## src/rtl/mem_access_ctrl_if.sv

```systemverilog
// Data-memory bus between the memory-stage sequencer and the memory.
// The controller drives the request side; the memory returns ack and read data.
interface mem_access_ctrl_if;
    logic        bus_req;
    logic        bus_we;
    logic [31:0] bus_addr;
    logic [31:0] bus_wdata;
    logic [31:0] bus_rdata;
    logic        bus_ack;

    modport master (
        output bus_req, bus_we, bus_addr, bus_wdata,
        input  bus_rdata, bus_ack
    );

    modport slave (
        input  bus_req, bus_we, bus_addr, bus_wdata,
        output bus_rdata, bus_ack
    );
endinterface

```

## src/rtl/mem_access_ctrl.sv

```systemverilog
// MIPS memory-stage sequencer: runs a req/ack data-memory transaction,
// stalls the pipeline while it is pending, and returns load data or an error.
module mem_access_ctrl #(
    parameter int unsigned TIMEOUT = 15
) (
    input  logic                      clock,
    input  logic                      reset,
    input  logic                      mem_read,
    input  logic                      mem_write,
    input  logic [31:0]               addr,
    input  logic [31:0]               wdata,
    mem_access_ctrl_if.master         bus,
    output logic [31:0]               rdata,
    output logic                      rdata_valid,
    output logic                      stall,
    output logic                      bus_err
);

    localparam int unsigned CNT_W = 8;
    localparam logic [CNT_W-1:0] TIMEOUT_C = CNT_W'(TIMEOUT);

    localparam logic [1:0] IDLE = 2'd0;
    localparam logic [1:0] BUSY = 2'd1;
    localparam logic [1:0] DONE = 2'd2;

    logic [1:0]       state_q, state_d;
    logic [CNT_W-1:0] cnt_q, cnt_d;
    logic             bus_req_q, bus_req_d;
    logic             bus_we_q, bus_we_d;
    logic [31:0]      bus_addr_q, bus_addr_d;
    logic [31:0]      bus_wdata_q, bus_wdata_d;
    logic [31:0]      rdata_q, rdata_d;
    logic             rdata_valid_q, rdata_valid_d;
    logic             bus_err_q, bus_err_d;
    logic             err_q, err_d;

    logic             req;
    logic             misaligned;
    logic [CNT_W-1:0] cnt_inc;

    assign req        = mem_read | mem_write;
    assign misaligned = addr[1:0] != 2'b00;
    assign cnt_inc    = cnt_q + CNT_W'(1);

    // Pipeline freeze: decided in IDLE from the live request, held through BUSY.
    assign stall = ~reset & (((state_q == IDLE) & req) | (state_q == BUSY));

    always_comb begin
        state_d       = state_q;
        cnt_d         = cnt_q;
        bus_req_d     = bus_req_q;
        bus_we_d      = bus_we_q;
        bus_addr_d    = bus_addr_q;
        bus_wdata_d   = bus_wdata_q;
        rdata_d       = rdata_q;
        rdata_valid_d = 1'b0;
        bus_err_d     = 1'b0;
        err_d         = err_q;

        case (state_q)
            IDLE: begin
                if (req) begin
                    bus_addr_d  = addr;
                    bus_wdata_d = wdata;
                    bus_we_d    = mem_write;
                    cnt_d       = '0;
                    if (misaligned) begin
                        bus_err_d = 1'b1;
                        err_d     = 1'b1;
                        state_d   = DONE;
                    end else begin
                        bus_req_d = 1'b1;
                        err_d     = mem_read & mem_write;
                        state_d   = BUSY;
                    end
                end
            end
            BUSY: begin
                if (bus.bus_ack) begin
                    if (!bus_we_q) begin
                        rdata_d       = bus.bus_rdata;
                        rdata_valid_d = ~err_q;
                    end
                    bus_err_d = err_q;
                    bus_req_d = 1'b0;
                    state_d   = DONE;
                end else begin
                    cnt_d = cnt_inc;
                    // Abort once the access has spent TIMEOUT cycles without ack.
                    if (cnt_inc == TIMEOUT_C) begin
                        bus_req_d = 1'b0;
                        bus_err_d = 1'b1;
                        err_d     = 1'b1;
                        state_d   = DONE;
                    end
                end
            end
            DONE: begin
                err_d   = 1'b0;
                state_d = IDLE;
            end
            default: begin
                bus_req_d = 1'b0;
                err_d     = 1'b0;
                state_d   = IDLE;
            end
        endcase
    end

    always_ff @(posedge clock) begin
        if (reset) begin
            state_q       <= IDLE;
            cnt_q         <= '0;
            bus_req_q     <= 1'b0;
            bus_we_q      <= 1'b0;
            bus_addr_q    <= '0;
            bus_wdata_q   <= '0;
            rdata_q       <= '0;
            rdata_valid_q <= 1'b0;
            bus_err_q     <= 1'b0;
            err_q         <= 1'b0;
        end else begin
            state_q       <= state_d;
            cnt_q         <= cnt_d;
            bus_req_q     <= bus_req_d;
            bus_we_q      <= bus_we_d;
            bus_addr_q    <= bus_addr_d;
            bus_wdata_q   <= bus_wdata_d;
            rdata_q       <= rdata_d;
            rdata_valid_q <= rdata_valid_d;
            bus_err_q     <= bus_err_d;
            err_q         <= err_d;
        end
    end

    assign bus.bus_req   = bus_req_q;
    assign bus.bus_we    = bus_we_q;
    assign bus.bus_addr  = bus_addr_q;
    assign bus.bus_wdata = bus_wdata_q;
    assign rdata         = rdata_q;
    assign rdata_valid   = rdata_valid_q;
    assign bus_err       = bus_err_q;

endmodule

```

## src/flat_wrapper.sv

```systemverilog
// flat-port wrapper written by rule: the top's interface ports become plain ports
module mem_access_ctrl_flat 
#(
    parameter int unsigned TIMEOUT = 15
)
  (clock, reset, mem_read, mem_write, addr, wdata, rdata, rdata_valid, stall, bus_err, bus_bus_req, bus_bus_we, bus_bus_addr, bus_bus_wdata, bus_bus_rdata, bus_bus_ack);
  mem_access_ctrl_if bus_i ();
  input  logic clock;
  input  logic reset;
  input  logic mem_read;
  input  logic mem_write;
  input  logic [31:0] addr;
  input  logic [31:0] wdata;
  output logic [31:0] rdata;
  output logic rdata_valid;
  output logic stall;
  output logic bus_err;
  output wire logic [$bits(bus_i.bus_req)-1:0] bus_bus_req;
  output wire logic [$bits(bus_i.bus_we)-1:0] bus_bus_we;
  output wire logic [$bits(bus_i.bus_addr)-1:0] bus_bus_addr;
  output wire logic [$bits(bus_i.bus_wdata)-1:0] bus_bus_wdata;
  input wire logic [$bits(bus_i.bus_rdata)-1:0] bus_bus_rdata;
  input wire logic [$bits(bus_i.bus_ack)-1:0] bus_bus_ack;
  assign bus_bus_req = bus_i.bus_req;
  assign bus_bus_we = bus_i.bus_we;
  assign bus_bus_addr = bus_i.bus_addr;
  assign bus_bus_wdata = bus_i.bus_wdata;
  assign bus_i.bus_rdata = bus_bus_rdata;
  assign bus_i.bus_ack = bus_bus_ack;
  mem_access_ctrl #(.TIMEOUT(TIMEOUT)) u_core (.clock(clock), .reset(reset), .mem_read(mem_read), .mem_write(mem_write), .addr(addr), .wdata(wdata), .bus(bus_i), .rdata(rdata), .rdata_valid(rdata_valid), .stall(stall), .bus_err(bus_err));
endmodule
```

## config.mk

```make
export PLATFORM = sky130hd
export DESIGN_NAME = mem_access_ctrl_flat
export DESIGN_NICKNAME = d
export VERILOG_FILES = /design/src/rtl/mem_access_ctrl_if.sv /design/src/rtl/mem_access_ctrl.sv /design/src/flat_wrapper.sv
export SDC_FILE = /design/constraint.sdc
export NUM_CORES = 1
export LEC_CHECK = 0
export BUFFER_PORTS_ARGS = -buffer_cell sky130_fd_sc_hd__clkbuf_2
export CAP_MARGIN = 20
export CORE_AREA = 2 2 76 132
export DETAILED_ROUTE_END_ITERATION = 7
export DIE_AREA = 0 0 78 134
export PLACE_DENSITY = 0.74
export SLEW_MARGIN = 5
export SYNTH_ARGS = -nofsm -noshare
export SYNTH_HDL_FRONTEND = slang
export SYNTH_SLANG_ARGS = --single-unit
```

## constraint.sdc

```tcl
create_clock -name clock -period 2.23 [get_ports clock]
set_input_delay 0.3345 -clock clock [delete_from_list [all_inputs] [get_ports clock]]
set_output_delay 0.3345 -clock clock [all_outputs]
set_load 0.02 [all_outputs]
```

Word level (Yosys, flattened, before mapping)

Cells that the tools add are included.

Bitwise gates (word level): 11
Add/sub/neg operators: 1
Equality and inequality tests: 8
Mux-type cells: 23
Reductions and logical operators: 10

Operator list:

| kind                                           | count |
|---|---|
| 2-to-1 mux 8 bit                               | 2 |
| one-hot mux 8 bit (2 select lines)             | 1 |
| 2-to-1 mux 1 bit                               | 12 |
| AND reduction 3 bit                            | 3 |
| adder 8 x 1 -> 8 bit (second input constant)   | 1 |
| == test 8 x 4 -> 1 bit (second input constant) | 1 |
| 2-to-1 mux 2 bit                               | 4 |
| != test 2 bit (second input constant)          | 3 |
| NOT 1 bit                                      | 6 |
| one-hot mux 1 bit (2 select lines)             | 2 |
| one-hot mux 2 bit (2 select lines)             | 1 |
| AND reduction 2 bit                            | 2 |
| AND reduction 4 bit                            | 1 |
| nonzero test 2 bit                             | 2 |
| OR reduction 4 bit                             | 1 |
| bitwise AND 1 bit                              | 3 |
| != test 3 bit (second input constant)          | 1 |
| one-hot mux 1 bit (3 select lines)             | 1 |
| == test 2 x 1 -> 1 bit (second input constant) | 1 |
| == test 2 bit (second input constant)          | 1 |
| zero test 2 bit                                | 1 |
| != test 2 x 1 -> 1 bit (second input constant) | 1 |
| bitwise OR 1 bit                               | 2 |

Logic and storage cells: 63
Register bits after elaboration: 111

Depth between registers and ports, before layout

Gate-level depths: netlist of run 1.

Depth in word-level cells: 5
Gate-level depth with buffers: 7

Worst setup path before layout of run 1

Ideal clock, no wire load.

Kind: reg-to-reg
Start point: register u_core.cnt_q[0]
End point: register u_core.state_q[0]
Arrival time: 1,462 ps
Required time: 2,109 ps
Setup time: 121 ps
Clock period less this slack: 1,583 ps
Cell stages (with the launch flop): 6
Buffers on the path: 0
Path slack: 647 ps
Cell sequence: dfxtp_1 > ha_1 > or4bb_1 > nor2_1 > a21oi_1 > a2bb2o_1

Longest elaborated chain between the ends: 4

Ends and longest elaborated chain:

| what                          | RTL line               | RTL |
|---|---|---|
| from (decl)                   | mem_access_ctrl.sv:27  | `logic [CNT_W-1:0] cnt_q, cnt_d;` |
| from (signal assigned)        | mem_access_ctrl.sv:124 | `cnt_q <= cnt_d;` |
| adder 8 x 1 -> 8 bit          | mem_access_ctrl.sv:43  | `assign cnt_inc = cnt_q + CNT_W'(1);` |
| == test 8 x 4 -> 1 bit        | mem_access_ctrl.sv:90  | `if (cnt_inc == TIMEOUT_C) begin` |
| != test 3 bit (no line)       | -                      |  |
| AND reduction 2 bit (no line) | -                      |  |
| to (signal assigned)          | mem_access_ctrl.sv:123 | `state_q <= state_d;` |
| to (decl)                     | mem_access_ctrl.sv:26  | `logic [1:0] state_q, state_d;` |

No other way between the ends.
A chain may end at the register's enable or synchronous reset.

Worst setup path after layout of run 1

Start point: register u_core.state_q[0]
End point: output stall

Longest elaborated chain between the ends: 4
Elaborated cells on any way between the ends: 5
Classes of those cells: 1 x eq/ne; 3 x bitwise; 1 x reduce/logical

Ends and longest elaborated chain:

| what                  | RTL line              | RTL |
|---|---|---|
| zero test 2 bit       | mem_access_ctrl.sv:46 | `assign stall = ~reset & (((state_q == IDLE) & req) \| (state_q == BUSY));` |
| bitwise AND 1 bit     | mem_access_ctrl.sv:46 |  |
| bitwise OR 1 bit (*)  | mem_access_ctrl.sv:46 |  |
| bitwise AND 1 bit (*) | mem_access_ctrl.sv:46 |  |
| to (decl)             | flat_wrapper.sv:16    | `output logic stall;` |

Mark *: on every way between the ends. The rest lies on a longest branch, timed or not.

==> qor.txt, run 1 <==
Period utilisation layout: 0.799
Status: complete, no violations
H-tree Lvls: 3
Synth top area share: 0.544
FMAX: 561 MHz
CTS Buffer Depth: 2
Dpl cell area: 0.00519 mm²
Clock sink count: 111
Initial antenna violation count: 0
Power Density: 806 mW/mm²
Mapped Nets: 620
Hold Path Class: in2reg
Setup TNS: 0 ps
CTS tree: yes
Design area: 0.00549 mm²
Final number of setup-violating endpoints: 0
Via count: 4,132
Synth area leaders: dfxtp_1, nand2_1, a21oi_1, clkbuf_1, buf_2
FFs w/ async S/R, synth: 0
Drt wl/cell: 13.1 µm
Row cnt: 47
Yosys cell types: 39
Crit Path Max Fanout: 11
Setup bufs post-CTS: 0
Pin count of the biggest net entering global routing: 67
Ratio of cells with drive above 1 in the final layout: 0.319
Crit start category: flip-flop
Nets: 804
Num CTS Buffers: 9
GRT busiest layer: met2
Slew Viols, Final: 0
Total gr overflow: 0
GPL Wtd Cong: 0.807
Routed Antenna Nets: 0
Synth-to-layout area growth: 34.5%
M2 GR Usage: 0.388
Antenna Cells: 0
Number of global-route vias before repair: 3,961
Global-route wire length before repair: 17,600 µm
Dominant cell type by area after synthesis: dfxtp_1
Pleak: 2.50 nW
Yosys warning count: 0
Clk_skew: 8.59 ps
Final wirelength: 10,800 µm
Worst slew pin tran: 463 ps
Worst hold path depth: 3
Cells after Synth: 517
Worst VDD drop: 0.531 mV
Seq cells post-synth: 111
Fillcell total: 894
DP Worst Slack: 500 ps
Num ports: 202
Vias per cell: 4.99
Synth Area per Inst: 7.90 µm²
CTS root buffer: clkbuf_16
Crit Path Class: reg2out
DP HPWL: 7960 µm
Core area: 0.00941 mm²
Sequential cell area: 0.00222 mm²
Hold_buf cts: 0
Detailed Route Iter0 Violations: 257
EDFF count, synth: 0
Router iterations before antenna repair: 5
Die X: 78 µm
Area of the multi-input gates: 0.00173 mm²
Tot GR Track Use: 0.206
Die area: 0.0105 mm²
Tmin final: 1780 ps
Starting Density: 0.434
Worst reg2reg path depth: 3
Crit. End Element: output port
Met1 Use GR: 0.219
Mapped Area: 0.00408 mm²
Max-cap violation count: 0
PostCTS Resize Cnt: 0
Register area share after synthesis: 0.544
Worst-path clk slew: 80 ps
Die Y-Extent: 134 µm
Data arrival, critical path: 1450 ps
Port Buffers: 201
Clock network latency to the later pin of the worst-skew pair: 340 ps
Rel. slew slack: 0.690
Hold slack: 210 ps
Top FF cell, synth: dfxtp_1
# DRC: 0
Final hold violations: 0
Met3 Use GR: 0.0424
Final WS setup: 448 ps
Required @ worst endpoint: 1900 ps
RSZ-0062 raised after global routing: no
[report_power, final]
| group | internal (mW) | switching (mW) | total [mW] |
|---|---|---|---|
| Combinational | 0.245 | 0.429 | 0.674 |
| Clock | 0.880 | 0.708 | 1.59 |
| Sequential | 2.10 | 0.0651 | 2.16 |
[Yosys cell counts, drive strengths merged, types with 2 or more instances]
cell type	n
ha	2
o211ai	2
inv	2
a311oi	2
nand2b	3
a41oi	2
and3	2
dfxtp	111
nor2	14
nor3	5
a21oi	106
clkbuf	21
a21o	2
xnor2	2
o21ai	4
buf	13
nand3b	4
or3	2
nand2	198
or4	2
[sequential cells by signal, summed over array words and instances, names as in the netlist]
name                  cells
u_core.bus.bus_addr      32
u_core.bus.bus_req        1
u_core.bus.bus_wdata     32
u_core.bus.bus_we         1
u_core.bus_err            1
u_core.cnt_q              8
u_core.err_q              1
u_core.rdata             32
u_core.rdata_valid        1
u_core.state_q            2
[final cells by class]
class	instances	area share
Timing Repair Buffer	207	0.196
Tap cell	122	0.0278
Sequential cell	111	0.405
Inverter	2	0.00137
Multi-Input combinational cell	370	0.315
Clock buffer	10	0.0417
Clock inverter	6	0.0128
[stage by stage]
step	power, mW	cells	utilization
after floorplan	2.60	517	-
after global placement	2.86	812	0.552
after detailed placement	2.89	812	0.552
after CTS	4.48	828	0.584
after global routing	4.63	828	0.584
final	4.42	828	0.584
[metal layers]
layer | up-vias | wire length [µm]
li1 | 2071 | -
met1 | 1896 | 4080
met2 | 147 | 5910
met3 | 18 | 597
met4 | 0 | 235
met5 | - | 0
[kinds of logic after synthesis]
kind of cell,after synthesis,synth area share
AOI/OAI and AO/OA,126,0.166
buffers and inverters,36,0.0365
xor gates and xnor gates,2,0.00429
and+or+nand+nor,240,0.242
adders and majority gates,2,0.00613
DFF,111,0.544
[worst paths after layout]
path,startpoint,endpoint,slack [ps]
max,u_core.state_q[0],stall,450
min,addr[25],u_core.bus.bus_addr[25],210
max reg2reg,u_core.state_q[0],u_core.cnt_q[7],470
min reg2reg,u_core.rdata[6],u_core.rdata[6],450
[critical path, cell delays in order, from the launching register on]
cell,delay [ps]
dfxtp_1,520
nor3_1,130
nor3_1,230
clkbuf_2,230
[layout by cell type, fill, tap and decap left out, types with 3 or more instances in the layout]
cell type | Yosys | layout
buf_4 | 0 | 5
clkbuf_16 | 0 | 9
clkbuf_2 | 0 | 200
nand3b_1 | 4 | 4
a21oi_1 | 106 | 106
dfxtp_1 | 111 | 111
o21ai_0 | 4 | 3
clkinv_4 | 0 | 3
nor3_1 | 5 | 5
nor2_1 | 14 | 14
nand2b_1 | 3 | 3
nand2_1 | 198 | 198
Note: power is estimated with default switching activity, not from simulation.
==> run 2: changes to the inputs <==
--- a/config.mk
+++ b/config.mk
@@ -5,12 +5,13 @@
 export SDC_FILE = /design/constraint.sdc
 export NUM_CORES = 1
 export LEC_CHECK = 0
+export ABC_AREA = 1
 export BUFFER_PORTS_ARGS = -buffer_cell sky130_fd_sc_hd__clkbuf_2
 export CAP_MARGIN = 20
-export CORE_AREA = 2 2 76 132
+export CORE_AREA = 2 2 79 138
 export DETAILED_ROUTE_END_ITERATION = 7
-export DIE_AREA = 0 0 78 134
-export PLACE_DENSITY = 0.74
+export DIE_AREA = 0 0 81 140
+export PLACE_DENSITY = 0.72
 export SLEW_MARGIN = 5
 export SYNTH_ARGS = -nofsm -noshare
 export SYNTH_HDL_FRONTEND = slang
==> constraint.sdc (replaced) <==
create_clock -name clock -period 1.5 [get_ports clock]
set_input_delay 0.225 -clock clock [delete_from_list [all_inputs] [get_ports clock]]
set_output_delay 0.225 -clock clock [all_outputs]
set_load 0.02 [all_outputs]
==> run 2 against run 1 <==
  * The flow now finishes with violations (negative setup slack)
  * Non-clock buffer count grew 24
  * Largest power group unchanged
  * Sequential power grew 54%
  * Critical path depth grew 7
  * Core utilization shrank 0.38 points
  * Power grew 62%
  * Worst setup slack lost 540 ps
  * Cell area grew 7.5%
  * Die area grew 8.5%
==> qor.txt, run 2 <==
Total gr overflow: 0 (unchanged)
Ratio of cells with drive above 1 in the final layout: 0.387 (+0.0681)
RSZ-0062 raised after global routing: yes
CP Cell Sequence: ha_4 > nand2_2 > o21bai_1 > nand2_2 > nor2_4 > nand3_4 > nand2_2 > nand3_1 > nand2_1 > a21oi_2
Pleak: 2.91 nW (+17%)
Final number of setup-violating endpoints: 5 (+5)
Clock network latency to the later pin of the worst-skew pair: 340 ps (about the same)
Hold Path Class: in2reg
Core area: 0.0102 mm² (+8.2%)
Synth area leaders: dfxtp_1, nor2_1, o21ai_0, nand2_1, clkbuf_1
Mapped Nets: 647 (+4.4%)
Most common cell after layout, fill and taps aside: nor2_1
Die area: 0.0113 mm² (+8.5%)
Crit Path Max Fanout: 4 (-7)
Detailed Route Iter0 Violations: 235 (-8.6%)
Drt wl/cell: 14.0 µm (+6.9%)
FMAX: 626 MHz
Worst-path clk slew: 80 ps (about the same)
Clock sink count: 111 (unchanged)
Worst VDD drop: 0.835 mV (+57%)
Yosys warning count: 0 (unchanged)
Top cell by count, worst path: nand2_2
Worst hold start: bus_bus_rdata[19]
Global-route wire length before repair: 19,600 µm (+11%)
Dpl cell area: 0.00535 mm² (+3.1%)
Number of global-route vias before repair: 4,320 (+9.1%)
FFs w/ async S/R, synth: 0 (unchanged)
Synth Area per Inst: 7.59 µm² (-3.9%)
Top FF cell, synth: dfxtp_1
Router iterations before antenna repair: 4 (-1)
Slowest stage delay, CP: 370 ps (-150 ps)
Most frequent cells in the layout: nor2_1, clkbuf_2, dfxtp_1
Design area: 0.00590 mm² (+7.5%)
Synth top area share: 0.538 (-0.00610)
Tot GR Track Use: 0.216 (+0.0106)
DP HPWL: 8830 µm (+11%)
CTS Buffer Depth: 2 (unchanged)
CTS tree: yes
Via count: 4,389 (+6.2%)
Tmin final: 1600 ps
EDFF count, synth: 0 (unchanged)
Slew Viols, Final: 0 (unchanged)
Num CTS Buffers: 9 (unchanged)
Required @ worst endpoint: 1720 ps (-180 ps)
Power Density: 1210 mW/mm² (+51%)
Yosys cell types: 23 (-41%)
Crit. End Element: flip-flop
Vias per cell: 4.95 (-0.85%)
Antenna Cells: 0 (unchanged)
Period utilisation layout: 1.06
Failing checks: negative setup slack
Final WS setup: -96.7 ps (-545 ps)
Initial antenna violation count: 0 (unchanged)
Status: finished with violations
# DRC: 0 (unchanged)
Cells after Synth: 544 (+5.2%)
Die Y-Extent: 140 µm (+4.5%)
Setup TNS: -257 ps (-257 ps)
R2R Path Start: u_core.cnt_q[0]
Dominant cell type by area after synthesis: dfxtp_1
Seq cells post-synth: 111 (unchanged)
Mapped Area: 0.00413 mm² (+1.1%)
Num ports: 202 (unchanged)
Nets: 858 (+6.7%)
GPL Wtd Cong: 0.838 (+3.8%)
Rel. slew slack: 0.755 (+0.0652)
Register area share after synthesis: 0.538 (-0.00610)
Max-cap violation count: 0 (unchanged)
Starting Density: 0.406 (-0.0282)
Clk_skew: 8.73 ps (+0.140 ps)
Crit Path Class: reg2reg
Routed Antenna Nets: 0 (unchanged)
Max stage delay cell, worst path: dfxtp_4
CP Launch Point: u_core.cnt_q[0]
Final wirelength: 12,400 µm (+14%)
Pin count of the biggest net entering global routing: 55 (-18%)
CTS root buffer: clkbuf_16
Commonest cells in the netlist: nor2_1, dfxtp_1, o21ai_0
Data arrival, critical path: 1820 ps (+370 ps)
Crit start category: flip-flop
Row cnt: 49 (+4.3%)
Port Buffers: 201 (unchanged)
Worst slew pin tran: 367 ps (-96.1 ps)
Die X: 81 µm (+3.8%)
Synth-to-layout area growth: 42.9%
H-tree Lvls: 3 (unchanged)
Final hold violations: 0 (unchanged)
Count leader, synth: nor2_1
==> run 2: cell types whose count changed after synthesis, moves of 5 or more <==
| cell | change |
|---|---|
| o21ai_1 | +5 |
| nand3_1 | +11 |
| o21ai_0 | +91 |
| nor2_1 | +191 |
| a21oi_1 | -95 |
| inv_1 | +12 |
| nand2_1 | -164 |
==> run 2: what timing repair did <==
action                     in CTS  in global routing
hold buffers                    0                  0
setup buffers                  12                  2
pin swaps                       9                 16
resized for setup              16                 30
setup endpoints to repair       4                 37
==> run 2: kinds of logic after synthesis <==
logic type	synth area share
simple gates	0.269
buf+inv	0.0482
fa+ha+maj	0.00606
flops	0.538
compound gates	0.138
==> run 2: routing by layer <==
layer  track usage  share of wire
met4         0.101          0.038
met1         0.229           0.35
met3        0.0541          0.060
met5             0              0
met2         0.388           0.55
==> run 2: where the power goes <==
| group | total, mW | switching [mW] | leakage (nW) | internal (mW) |
|---|---|---|---|---|
| clock network | 2.44 | 1.12 | 0.148 | 1.32 |
| logic | 1.40 | 0.883 | 1.85 | 0.517 |
| registers | 3.32 | 0.130 | 0.918 | 3.19 |
| total | 7.16 | 2.13 | 2.91 | 5.03 |
==> run 2: layout make-up <==
type	count	area [µm²]
clock inverter	7	80.1
clock buffer	9	225
timing repair buffer	231	1320
sequential	111	2240
fill	960	4280
inverter	18	70.1
multi-input combinational	384	1810
tap	127	159
==> run 2: final timing paths <==
kind | end | slack, ps | cells past startpoint
setup / recovery | u_core.err_q | -100 | 10
hold reg to reg | u_core.rdata_valid | 470 | 1
setup reg to reg | u_core.err_q | -100 | 10
hold / removal | u_core.rdata[19] | 100 | 3
==> run 2: per-stage QoR <==
step	hold WS [ps]	total power, mW	cells	util	setup WS (ps)
finish	97.4	7.16	887	0.580	-96.7
global placement	448	4.69	857	0.526	-14.9
global route	93.0	7.50	887	0.580	-173
detailed placement	448	4.72	857	0.526	-109
CTS	89.9	7.20	885	0.569	-78.9
floorplan	302	4.14	544	-	28.1
==> run 2: worst max-delay path, delay by kind of cell (launching register included) <==
family	cells	cell delay [ps]
flip-flops	1	370
AND/OR/NAND/NOR	7	670
adder cells (fa/ha/maj)	1	170
AO/OA/AOI/OAI	2	270
